--- src/rtl/stopwatch_pkg.sv ---
// Shared constants for the stopwatch mode controller: state encoding and BCD time widths.
// Optional lap feature is selected with STOPWATCH_LAP_EN.
package stopwatch_pkg;

    localparam int TIME_W  = 24;
    localparam int DIGIT_W = 4;

    typedef logic [1:0] state_t;

    localparam state_t ST_IDLE  = 2'd0;
    localparam state_t ST_RUN   = 2'd1;
    localparam state_t ST_PAUSE = 2'd2;
    localparam state_t ST_LAP   = 2'd3;

    // States in which the counter advances and a long Clear press is armed.
    function automatic logic is_counting(input state_t s);
        return (s == ST_RUN) || (s == ST_LAP);
    endfunction

endpackage

--- src/rtl/stopwatch_ctrl_key_event.sv ---
// Per-key edge detector with an optional long-press hold counter.
// Used by stopwatch_ctrl (lap key instance exists only with STOPWATCH_LAP_EN).
module key_event #(
    parameter int LONG_CYC = 5
) (
    input  logic clk,
    input  logic rst_n,
    input  logic i_key,
    input  logic i_long_en,
    input  logic i_long_clr,
    output logic o_press,
    output logic o_long
);

    localparam int CNT_W = (LONG_CYC > 1) ? $clog2(LONG_CYC) : 1;
    localparam logic [CNT_W-1:0] CNT_MAX = CNT_W'(LONG_CYC - 1);

    logic             r_armed;
    logic             r_prev;
    logic [CNT_W-1:0] r_hold;

    // r_armed masks the first post-reset cycle so a key held through reset
    // only loads r_prev and never counts as a press.
    always_ff @(posedge clk or negedge rst_n) begin
        if (!rst_n) begin
            r_armed <= 1'b0;
            r_prev  <= 1'b0;
            r_hold  <= '0;
        end else begin
            r_armed <= 1'b1;
            r_prev  <= i_key;
            if (!i_key || !i_long_en || i_long_clr) begin
                r_hold <= '0;
            end else if (r_hold != CNT_MAX) begin
                r_hold <= r_hold + 1'b1;
            end
        end
    end

    assign o_press = i_key & ~r_prev & r_armed;
    assign o_long  = i_key & i_long_en & (r_hold == CNT_MAX);

endmodule

--- src/rtl/stopwatch_ctrl.sv ---
// Stopwatch mode controller: key events -> counter enable/clear, display hold for lap.
// Define STOPWATCH_LAP_EN to build the LAP state, lap key handling and display freeze.
module stopwatch_ctrl
    import stopwatch_pkg::*;
#(
    parameter int CLK_FREQ      = 10000000,
    parameter int LONG_PRESS_MS = 2000
) (
    input  logic              clk,
    input  logic              rst_n,
    input  logic              key_start,
    input  logic              key_clear,
    input  logic              key_lap,
    input  logic [TIME_W-1:0] time_in,
    output logic              cnt_en,
    output logic              cnt_clr,
    output logic [TIME_W-1:0] disp_time,
    output logic              disp_frozen,
    output logic [1:0]        state_o
);

    localparam int LONG_CYC = CLK_FREQ / 1000 * LONG_PRESS_MS;

    state_t            r_state;
    logic              r_cnt_en;
    logic              r_cnt_clr;
    logic [TIME_W-1:0] r_disp;

    state_t w_next;
    logic   w_do_clr;
    logic   w_state_chg;
    logic   w_long_en;
    logic   w_start_press;
    logic   w_clr_press;
    logic   w_clr_long;
    logic   w_lap_press;
    logic   w_start_long_unused;
    logic   w_unused;

    assign w_long_en   = is_counting(r_state);
    assign w_state_chg = (w_next != r_state);

    key_event #(.LONG_CYC(LONG_CYC)) u_key_start (
        .clk        (clk),
        .rst_n      (rst_n),
        .i_key      (key_start),
        .i_long_en  (1'b0),
        .i_long_clr (1'b0),
        .o_press    (w_start_press),
        .o_long     (w_start_long_unused)
    );

    key_event #(.LONG_CYC(LONG_CYC)) u_key_clear (
        .clk        (clk),
        .rst_n      (rst_n),
        .i_key      (key_clear),
        .i_long_en  (w_long_en),
        .i_long_clr (w_state_chg),
        .o_press    (w_clr_press),
        .o_long     (w_clr_long)
    );

`ifdef STOPWATCH_LAP_EN
    logic w_lap_long_unused;

    key_event #(.LONG_CYC(LONG_CYC)) u_key_lap (
        .clk        (clk),
        .rst_n      (rst_n),
        .i_key      (key_lap),
        .i_long_en  (1'b0),
        .i_long_clr (1'b0),
        .o_press    (w_lap_press),
        .o_long     (w_lap_long_unused)
    );
    assign w_unused = w_start_long_unused ^ w_lap_long_unused;
`else
    assign w_lap_press = 1'b0;
    assign w_unused    = w_start_long_unused ^ key_lap;
`endif

    // Each state tests only the events it reacts to, highest priority first;
    // a losing event is simply dropped.
    always_comb begin
        w_next   = r_state;
        w_do_clr = 1'b0;
        case (r_state)
            ST_IDLE: begin
                if (w_clr_press) w_do_clr = 1'b1;
                else if (w_start_press) w_next = ST_RUN;
            end
            ST_RUN: begin
                if (w_clr_long) begin
                    w_next   = ST_IDLE;
                    w_do_clr = 1'b1;
                end else if (w_start_press) w_next = ST_PAUSE;
                else if (w_lap_press) w_next = ST_LAP;
            end
            ST_PAUSE: begin
                if (w_clr_press) begin
                    w_next   = ST_IDLE;
                    w_do_clr = 1'b1;
                end else if (w_start_press) w_next = ST_RUN;
            end
            ST_LAP: begin
                if (w_clr_long) begin
                    w_next   = ST_IDLE;
                    w_do_clr = 1'b1;
                end else if (w_start_press) w_next = ST_PAUSE;
                else if (w_lap_press) w_next = ST_RUN;
            end
        endcase
    end

    always_ff @(posedge clk or negedge rst_n) begin
        if (!rst_n) begin
            r_state   <= ST_IDLE;
            r_cnt_en  <= 1'b0;
            r_cnt_clr <= 1'b0;
            r_disp    <= '0;
        end else begin
            r_state   <= w_next;
            r_cnt_en  <= is_counting(w_next);
            r_cnt_clr <= w_do_clr;
`ifdef STOPWATCH_LAP_EN
            // The lap-press cycle still loads, so the frozen value is time_in of that cycle.
            if (r_state != ST_LAP) r_disp <= time_in;
`else
            r_disp    <= time_in;
`endif
        end
    end

`ifdef STOPWATCH_LAP_EN
    logic r_frozen;

    always_ff @(posedge clk or negedge rst_n) begin
        if (!rst_n) r_frozen <= 1'b0;
        else        r_frozen <= (w_next == ST_LAP);
    end
    assign disp_frozen = r_frozen;
`else
    assign disp_frozen = 1'b0;
`endif

    assign cnt_en    = r_cnt_en;
    assign cnt_clr   = r_cnt_clr;
    assign disp_time = r_disp;
    assign state_o   = r_state;

endmodule

--- config.mk ---
export PLATFORM = sky130hd
export DESIGN_NAME = stopwatch_ctrl
export DESIGN_NICKNAME = d
export VERILOG_FILES = /design/src/rtl/stopwatch_pkg.sv /design/src/rtl/stopwatch_ctrl_key_event.sv /design/src/rtl/stopwatch_ctrl.sv
export SDC_FILE = /design/constraint.sdc
export NUM_CORES = 1
export LEC_CHECK = 0
export ABC_AREA = 1
export ABC_CLOCK_PERIOD_IN_PS = 4340
export CAP_MARGIN = 0
export CORE_ASPECT_RATIO = 1.25
export CORE_MARGIN = 3
export CORE_UTILIZATION = 53
export CTS_CLUSTER_DIAMETER = 60
export DETAILED_ROUTE_END_ITERATION = 7
export GPL_TIMING_DRIVEN = 0
export HOLD_SLACK_MARGIN = 0.05
export PLACE_DENSITY_LB_ADDON = 0.1
export SLEW_MARGIN = 0
export SYNTH_ARGS = -nofsm -noshare
export SYNTH_HDL_FRONTEND = slang
export SYNTH_SLANG_ARGS = --single-unit
--- constraint.sdc ---
create_clock -name clk -period 4.34 [get_ports clk]
set_input_delay 0.651 -clock clk [delete_from_list [all_inputs] [get_ports clk]]
set_output_delay 0.651 -clock clk [all_outputs]
set_load 0.05 [all_outputs]
==> Word level (Yosys, flattened, before mapping) <==
Cells that the tools add are included.
{ "op_classes": {"reduce_logical": 10, "n_addsub": 1, "n_bitwise": 8, "n_mux": 11, "n_eq_ne": 8} }
{ "op_table": {"columns": ["op", "count"], "rows": [
  ["two-way mux 25 bit", 2],
  ["adder 25 x 1 -> 25 bit, second input constant", 1],
  ["equality test 25 bit, second input constant", 1],
  ["inequality test 25 bit, second input constant", 1],
  ["two-way mux 2 bit", 5],
  ["AND 1 bit", 6],
  ["equality test 2 bit, second input constant", 3],
  ["case mux 2 bit (3 select lines)", 1],
  ["equality test 2 x 1 -> 1 bit, second input constant", 2],
  ["logical OR 1 bit", 4],
  ["OR reduction 2 bit", 2],
  ["logical NOT 1 bit", 2],
  ["logical NOT 2 bit", 1],
  ["two-way mux 1 bit", 2],
  ["inequality test 2 bit", 1],
  ["NOT 1 bit", 2],
  ["case mux 1 bit (2 select lines)", 1],
  ["nonzero test 2 bit", 1]
]} }
{ "totals": {"elab_cells": 46, "in_bits": 29, "output_inout_bits": 29, "regBits": 56} }

==> Depth between registers and ports, before layout <==
Gate-level depths: netlist (run 1).
{ "depth": {"word_depth": 9, "mapped_depth": 9} }

==> By module <==
Synthesis (run 1) repeated with hierarchy kept, for this count alone.
{ "hier_totals": {"hier_cells": 591, "hier_area_um2": 4347.9} }
{ "by_module_without_submodules": {"columns": ["mod", "area_each_um2", "n_inst", "cells_per_inst", "seq_area_each_um2"], "rows": [
  ["key_event", 1779.2, 2, 271, 675.6],
  ["stopwatch_ctrl", 789.5, 1, 49, 675.6]
]} }

==> Least setup slack after synthesis (run 1) <==
Ideal clock, no wire load.
{ "synth_path": {"path_type": "register to output", "startpoint": "reg, netlist name cnt_en", "endpoint": "out state_o[0]", "t_arrival_ns": 0.970, "path_stages_with_launch": 2, "setup_slack_ns": 2.719, "cell_sequence": "dfrtp_1 -> buf_4"} }
{ "synth_rtl": {"columns": ["element", "line_no", "text"], "rows": [
  ["to (decl)", "stopwatch_ctrl.sv:19", "output logic [1:0] state_o"]
]} }

==> results of run 1 <==
worst paths after layout:
| kind | from | end | cells after the start |
|---|---|---|---|
| max | cnt_en$_DFF_PN0_ | state_o[0] | 2 |
| max reg2reg | u_key_clear.r_hold[0]$_DFFE_PN0P_ | u_key_clear.r_hold[13]$_DFFE_PN0P_ | 9 |
| min reg2reg | u_key_clear.r_prev$_DFF_PN0_ | cnt_clr$_DFF_PN0_ | 3 |
| max in group asynchronous | rst_n | disp_time[10]$_DFF_PN0_ | 2 |
| min | rst_n | u_key_clear.r_hold[18]$_DFFE_PN0P_ | 1 |
| min in group clk | u_key_clear.r_prev$_DFF_PN0_ | cnt_clr$_DFF_PN0_ | 3 |
area by class of cell:
type	count	area, um2
clock buffer	6	82.6
multi-input combinational	190	878
timing repair buffer	56	566
clock inverter	2	20.0
inverter	28	105
tap	56	70.1
buffer	4	37.5
sequential	55	1380
fill	336	1090
synthesized netlist by cell type:
| cell | instances |
|---|---|
| nand2_1 | 75 |
| nor2_1 | 65 |
| dfrtp_1 | 55 |
| inv_1 | 27 |
| nand3_1 | 13 |
| xor2_1 | 9 |
| xnor2_1 | 6 |
| nor2_2 | 4 |
| a21oi_1 | 3 |
| nand2_2 | 3 |
| buf_4 | 2 |
| buf_6 | 2 |
| conb_1 | 2 |
| nand3_2 | 2 |
| nor2_4 | 2 |
| ha_1 | 1 |
| inv_2 | 1 |
| nand2_4 | 1 |
| nand3b_1 | 1 |
| nand4_1 | 1 |
| nor3_1 | 1 |
| o21ai_0 | 1 |
per-stage QoR:
stage,hold slack [ps],std cells
floorplan,355,277
global placement,541,388
detailed placement,562,389
CTS,272,397
global route,283,397
finish,264,397
metal layers:
| metal | part of all wire (%) | vias up |
|---|---|---|
| met5 | 0 | - |
| li1 | - | 950 |
| met1 | 38 | 883 |
| met2 | 52 | 79 |
| met4 | 1.8 | 0 |
| met3 | 8.4 | 10 |
sequential cells by signal (all words and copies together) (netlist names):
register and cells:
cnt_clr 1, cnt_en 1, disp_time 24, state_o 1, u_key_clear.r_hold 25, u_key_clear.r_prev 1
u_key_start.r_armed 1, u_key_start.r_prev 1
logic make-up (layout without fill, tap and decap cells):
| kind of cell | Yosys count | in the layout | share of synthesized area, % |
|---|---|---|---|
| xor gates and xnor gates | 15 | 15 | 5.48 |
| other | 2 | 2 | 0.313 |
| adders and majority gates | 1 | 1 | 0.522 |
| AOI/OAI and AO/OA | 4 | 4 | 0.835 |
| DFF | 55 | 55 | 57.4 |
| buffers and inverters | 32 | 96 | 5.95 |
| and+or+nand+nor | 168 | 168 | 29.5 |
placed cells by master, fill, tap and decap left out, drive strengths merged:
cell and instances:
nand3b 1, a21oi 3, nor2 71, xnor2 6, clkdlybuf4s50 54, dfrtp 55, xor2 9, o21ai 1
nand4 1, buf 6, inv 29, clkbuf 6, nand3 15, clkinv 1, conb 2, ha 1
nor3 1, nand2 79
worst reg2reg max path, delay by kind of cell (launching register included):
kind                       cells  cell delay, ps
DFF                            1             480
and+or+nand+nor                6             540
adders and majority gates      1             320
buffers and inverters          2             260
power groups by stage:
stage          logic (uW)  clock network (uW)  registers, uW
2_1_floorplan        40.7                   0            612
3_3_place_gp          179                   0            553
3_5_place_dp          183                   0            554
4_1_cts               184                 312            544
5_1_grt               195                 336            546
6_report              181                 305            544
==> qor.yml, run 1 <==
worst_setup_path:
  required_ps: 3690
  path_cells: "buf_4 -> clkdlybuf4s50_1"
  cp.buffers_inverters: 2
  slowest_stage: "clkdlybuf4s50_1"
  path_class: "flop to output port"
  critPathTopFamily: "buffers and inverters"
  crit_path_end_kind: "output port"
  crit_fanout: 7
  crit_path_max_incr_delay_ps: 780
  r2r_slack_ps: 2630
  critPathLaunchType: "flop"
  critical_path_arrival_ps: 1690
logic_synthesis:
  syn_inst: 277
  synth-seq-area-share_pct: 57.4
  avgSynthCellArea_um2: 8.65
  synth_top_cell_area_share_pct: 57.4
  synth_cell_type_count: 22
  netlist_area_mm2: 0.00240
  ys_ff_latch: 55
  yosys_warnings: 0
  synth_nets: 307
  synthTopCellsByArea: "dfrtp_1 57%, nand2_1 12%, nor2_1 10%, inv_1 4.2%, xor2_1 3.3%"
  synth_top_area_cell: "dfrtp_1"
routing:
  vias: 1922
  viasPerCell: 4.84
  ant_nets: 0
  drc: 0
  wire_per_inst_um: 12.5
  drt-initial-drc-count: 122
  wl_um: 4950
  dr.pass1.iters: 4
clock_tree:
  cts.reportedPaths.clkPinSlew_ps: 100
  cts_tree: "yes"
  cts_resized: 0
  cts-root-buf: "clkbuf_8"
  cts_htree_levels: 2
  cts_hold_buf: 0
  numClockSinks: 55
  cts_buffer_depth: 2
  cts_buffers: 5
  post_cts_buffers: 0
  clock_latency_ps: 310
floorplanning:
  start_util_pct: 56.7
  die_area_mm2: 0.00537
  core_mm2: 0.00423
  die_y_um: 81.2
  io_pins: 58
  core.rowCount: 26
  die_x_um: 66.2
global_routing:
  grt.met3_usage_pct: 7.05
  grt.total_usage_pct: 21.4
  grt_pass1_vias: 1965
  antenna_found_initial: 0
  busiest_layer: "met2"
  grt_use_met1_pct: 23.6
  grt_max_degree: 40
  grt_pass1_wl_um: 8510
  use_met2_pct: 37.6
  grt_remaining_overflow: 0
timing:
  max_freq_ghz: 0.427
  slew_viol_final: 0
  finalCritPeriodShare_pct: 54.0
  rsz0062_at_grt: "no"
  tns_ps: 0
  tightest_slew_ps: 526
  maxSlewHeadroom_pct: 64.8
  fin_crit_ps: 2340
  layout_setup_ws_ps: 2000
  setup_viol: 0
  fin_worst_skew_ps: 5.72
  finalHoldViolCount: 0
finish:
  area_growth_pct: 30.8
  stdcell_area_mm2: 0.00314
  diodes: 0
  fin_nets: 370
  post-route-util_pct: 74.1
  layout-drive-gt1-share_pct: 7.92
pwr:
  p_int_uw: 734
  switching_share_pct: 28.6
  clkPwrFrac_pct: 29.6
  p_sw_uw: 295
  combPwrFrac_pct: 17.6
  sequentialPowerShare_pct: 52.8
  p_leak_uw: 0.00133
  finalPower_uw: 1030
  power_density_mw_per_mm2: 328
  vdd_ir_drop_max_mv: 0.269
place:
  hpwl_um: 3930
  placed_cell_area_mm2: 0.00303
  gp_congestion: 0.822
  port_buffers: 55
  place_ws_ps: 2250
job:
  cap_violations: 0
hold_path:
  worstHoldPathType: "input pin to async pin"
run_status:
  outcome: "finished, final reports clean"
Power figures use the tool's default switching activity.
==> run 2: changes to the inputs <==
--- a/config.mk
+++ b/config.mk
@@ -6,11 +6,11 @@
 export NUM_CORES = 1
 export LEC_CHECK = 0
 export ABC_AREA = 1
-export ABC_CLOCK_PERIOD_IN_PS = 4340
+export ABC_CLOCK_PERIOD_IN_PS = 2050
 export CAP_MARGIN = 0
 export CORE_ASPECT_RATIO = 1.25
 export CORE_MARGIN = 3
-export CORE_UTILIZATION = 53
+export CORE_UTILIZATION = 44
 export CTS_CLUSTER_DIAMETER = 60
 export DETAILED_ROUTE_END_ITERATION = 7
 export GPL_TIMING_DRIVEN = 0
==> constraint.sdc (replaced) <==
create_clock -name clk -period 2.05 [get_ports clk]
set_input_delay 0.3075 -clock clk [delete_from_list [all_inputs] [get_ports clk]]
set_output_delay 0.3075 -clock clk [all_outputs]
set_load 0.05 [all_outputs]
==> qor.yml, run 2 (synthesized netlist as in run 1, its figures left out) <==
clock_tree:
  cts_buffers: 5  # unchanged
  cts_buffer_depth: 2  # unchanged
  numClockSinks: 55  # unchanged
  cts_htree_levels: 2  # unchanged
  clock_latency_ps: 310  # about the same
  cts_tree: "yes"
  cts.reportedPaths.clkPinSlew_ps: 100  # about the same
  post_cts_buffers: 0  # unchanged
  cts-root-buf: "clkbuf_8"
global_routing:
  grt.met3_usage_pct: 7.39  # +0.33 points
  grt.total_usage_pct: 17.6  # -3.8 points
  grt_use_met1_pct: 19.4  # -4.2 points
  grt_remaining_overflow: 0  # unchanged
  use_met2_pct: 29.3  # -8.4 points
  grt_max_degree: 35  # -13%
  grt_pass1_wl_um: 8540  # +0.25%
  grt_pass1_vias: 1944  # -1.1%
  busiest_layer: "met2"
  antenna_found_initial: 0  # unchanged
timing:
  tightest_slew_ps: 537  # +10.2 ps
  holdWs_ps: 419  # +155 ps
  max_freq_ghz: 0.524
  finalCritPeriodShare_pct: 93.1
  rsz0062_at_grt: "no"
  finalHoldViolCount: 0  # unchanged
  tns_ps: 0  # unchanged
  fin_crit_ps: 1910
  slew_viol_final: 0  # unchanged
  maxSlewHeadroom_pct: 64.2  # -0.57 points
  fin_worst_skew_ps: 3.61  # -2.10 ps
  layout_setup_ws_ps: 142  # -1850 ps
  setup_viol: 0  # unchanged
finish:
  diodes: 0  # unchanged
  area_growth_pct: 31.2
  fin_nets: 371  # +0.27%
  final_cell_mix: "75 x nand2_1, 65 x nor2_1, 55 x dfrtp_1, 53 x clkdlybuf4s50_1, 27 x inv_1"
  final_common_cell: "nand2_1"
  layout-drive-gt1-share_pct: 7.89  # -0.023 points
  fillers: 459  # +37%
  largest-register: "u_key_clear.r_hold"
  post-route-util_pct: 60.6  # -14 points
  largest_register_ffs: 25  # unchanged
worst_setup_path:
  crit_fanout: 7  # unchanged
  crit_path_end_kind: "output port"
  required_ps: 1740  # -1950 ps
  critPathTopFamily: "buffers and inverters"
  critical_path_arrival_ps: 1600  # -90 ps
  path_class: "flop to output port"
  slowest_stage: "clkdlybuf4s50_1"
  crit_path_max_incr_delay_ps: 840  # +60 ps
  cp.buffers_inverters: 1  # -1
  critPathLaunchType: "flop"
  path_cells: "clkdlybuf4s50_1"
routing:
  vias: 1879  # -2.2%
  wire_per_inst_um: 12.2  # -2.4%
  drt-initial-drc-count: 109  # -11%
  ant_nets: 0  # unchanged
  drc: 0  # unchanged
  dr.pass1.iters: 4  # unchanged
  viasPerCell: 4.65  # -3.9%
  wl_um: 4920  # -0.69%
floorplanning:
  die_y_um: 88.5  # +9.0%
  core_mm2: 0.00519  # +23%
  io_pins: 58  # unchanged
  die_x_um: 72.0  # +8.9%
  die_area_mm2: 0.00638  # +19%
  core.rowCount: 29  # +12%
  start_util_pct: 46.2  # -10 points
pwr:
  p_int_uw: 1520  # +110%
  clkPwrFrac_pct: 28.9  # -0.7 points
  sequentialPowerShare_pct: 53.4  # +0.6 points
  vdd_ir_drop_max_mv: 0.528  # +96%
  power_density_mw_per_mm2: 685  # +110%
  combPwrFrac_pct: 17.7  # about the same
  p_leak_uw: 0.00134  # +0.85%
  switching_share_pct: 29.5  # +0.84 points
  p_sw_uw: 634  # +120%
run_status:
  outcome: "finished, final reports clean"
place:
  place_ws_ps: 337  # -1910 ps
  port_buffers: 55  # unchanged
  gp_congestion: 0.892  # +8.6%
  hpwl_um: 3860  # -1.8%
job:
  cap_violations: 0  # unchanged
hold_path:
  worstHoldPathType: "input pin to flop"
[run 2: path summary, 6_finish.rpt]
check	start	endpoint	slack (ps)	depth (start not counted)
min in group asynchronous	rst_n	u_key_clear.r_hold[21]$_DFFE_PN0P_	490	2
max	cnt_en$_DFF_PN0_	cnt_en	140	1
min	time_in[2]	disp_time[2]$_DFF_PN0_	420	1
max in group asynchronous	rst_n	disp_time[1]$_DFF_PN0_	1000	3
min reg2reg	u_key_start.r_prev$_DFF_PN0_	cnt_en$_DFF_PN0_	560	3
max reg2reg	u_key_clear.r_hold[0]$_DFFE_PN0P_	u_key_clear.r_hold[18]$_DFFE_PN0P_	340	9
[run 2: area by class of cell]
cell class,instances,area [um2],area share (%)
tap,62,77.6,2.47
inverter,28,105,3.34
timing repair buffer,57,578,18.4
sequential,55,1380,43.8
clock buffer,5,68.8,2.19
buffer,4,37.5,1.19
multi-input combinational,190,878,27.9
clock inverter,3,22.5,0.716
[run 2: power by group through the flow]
stage / Clock (uW) / Combinational [uW] / Sequential, uW
after floorplan: 0 / 86.1 / 1300
after global placement: 0 / 382 / 1170
after detailed placement: 0 / 387 / 1170
after CTS: 637 / 390 / 1150
after global routing: 684 / 410 / 1160
final: 622 / 382 / 1150
[run 2: stage by stage]
step / instances / total power, uW / cell area, um2
floorplan: 277 / 1380 / 2400
global placement: 394 / 1550 / 3030
detailed placement: 395 / 1560 / 3040
CTS: 404 / 2180 / 3140
global route: 404 / 2250 / 3140
finish: 404 / 2150 / 3140
[run 2: routing by layer]
layer / wire [um] / vias to the layer above
met3: 407 / 13
met4: 148 / 0
li1: - / 956
met5: 0 / -
met2: 2310 / 56
met1: 2050 / 854
[run 2: repair_timing]
item                                    in CTS  in global routing
gates resized for setup                      0                  1
endpoints found under the setup margin       0                  1
hold endpoints to repair                    21                  0
hold buffers                                 1                  0
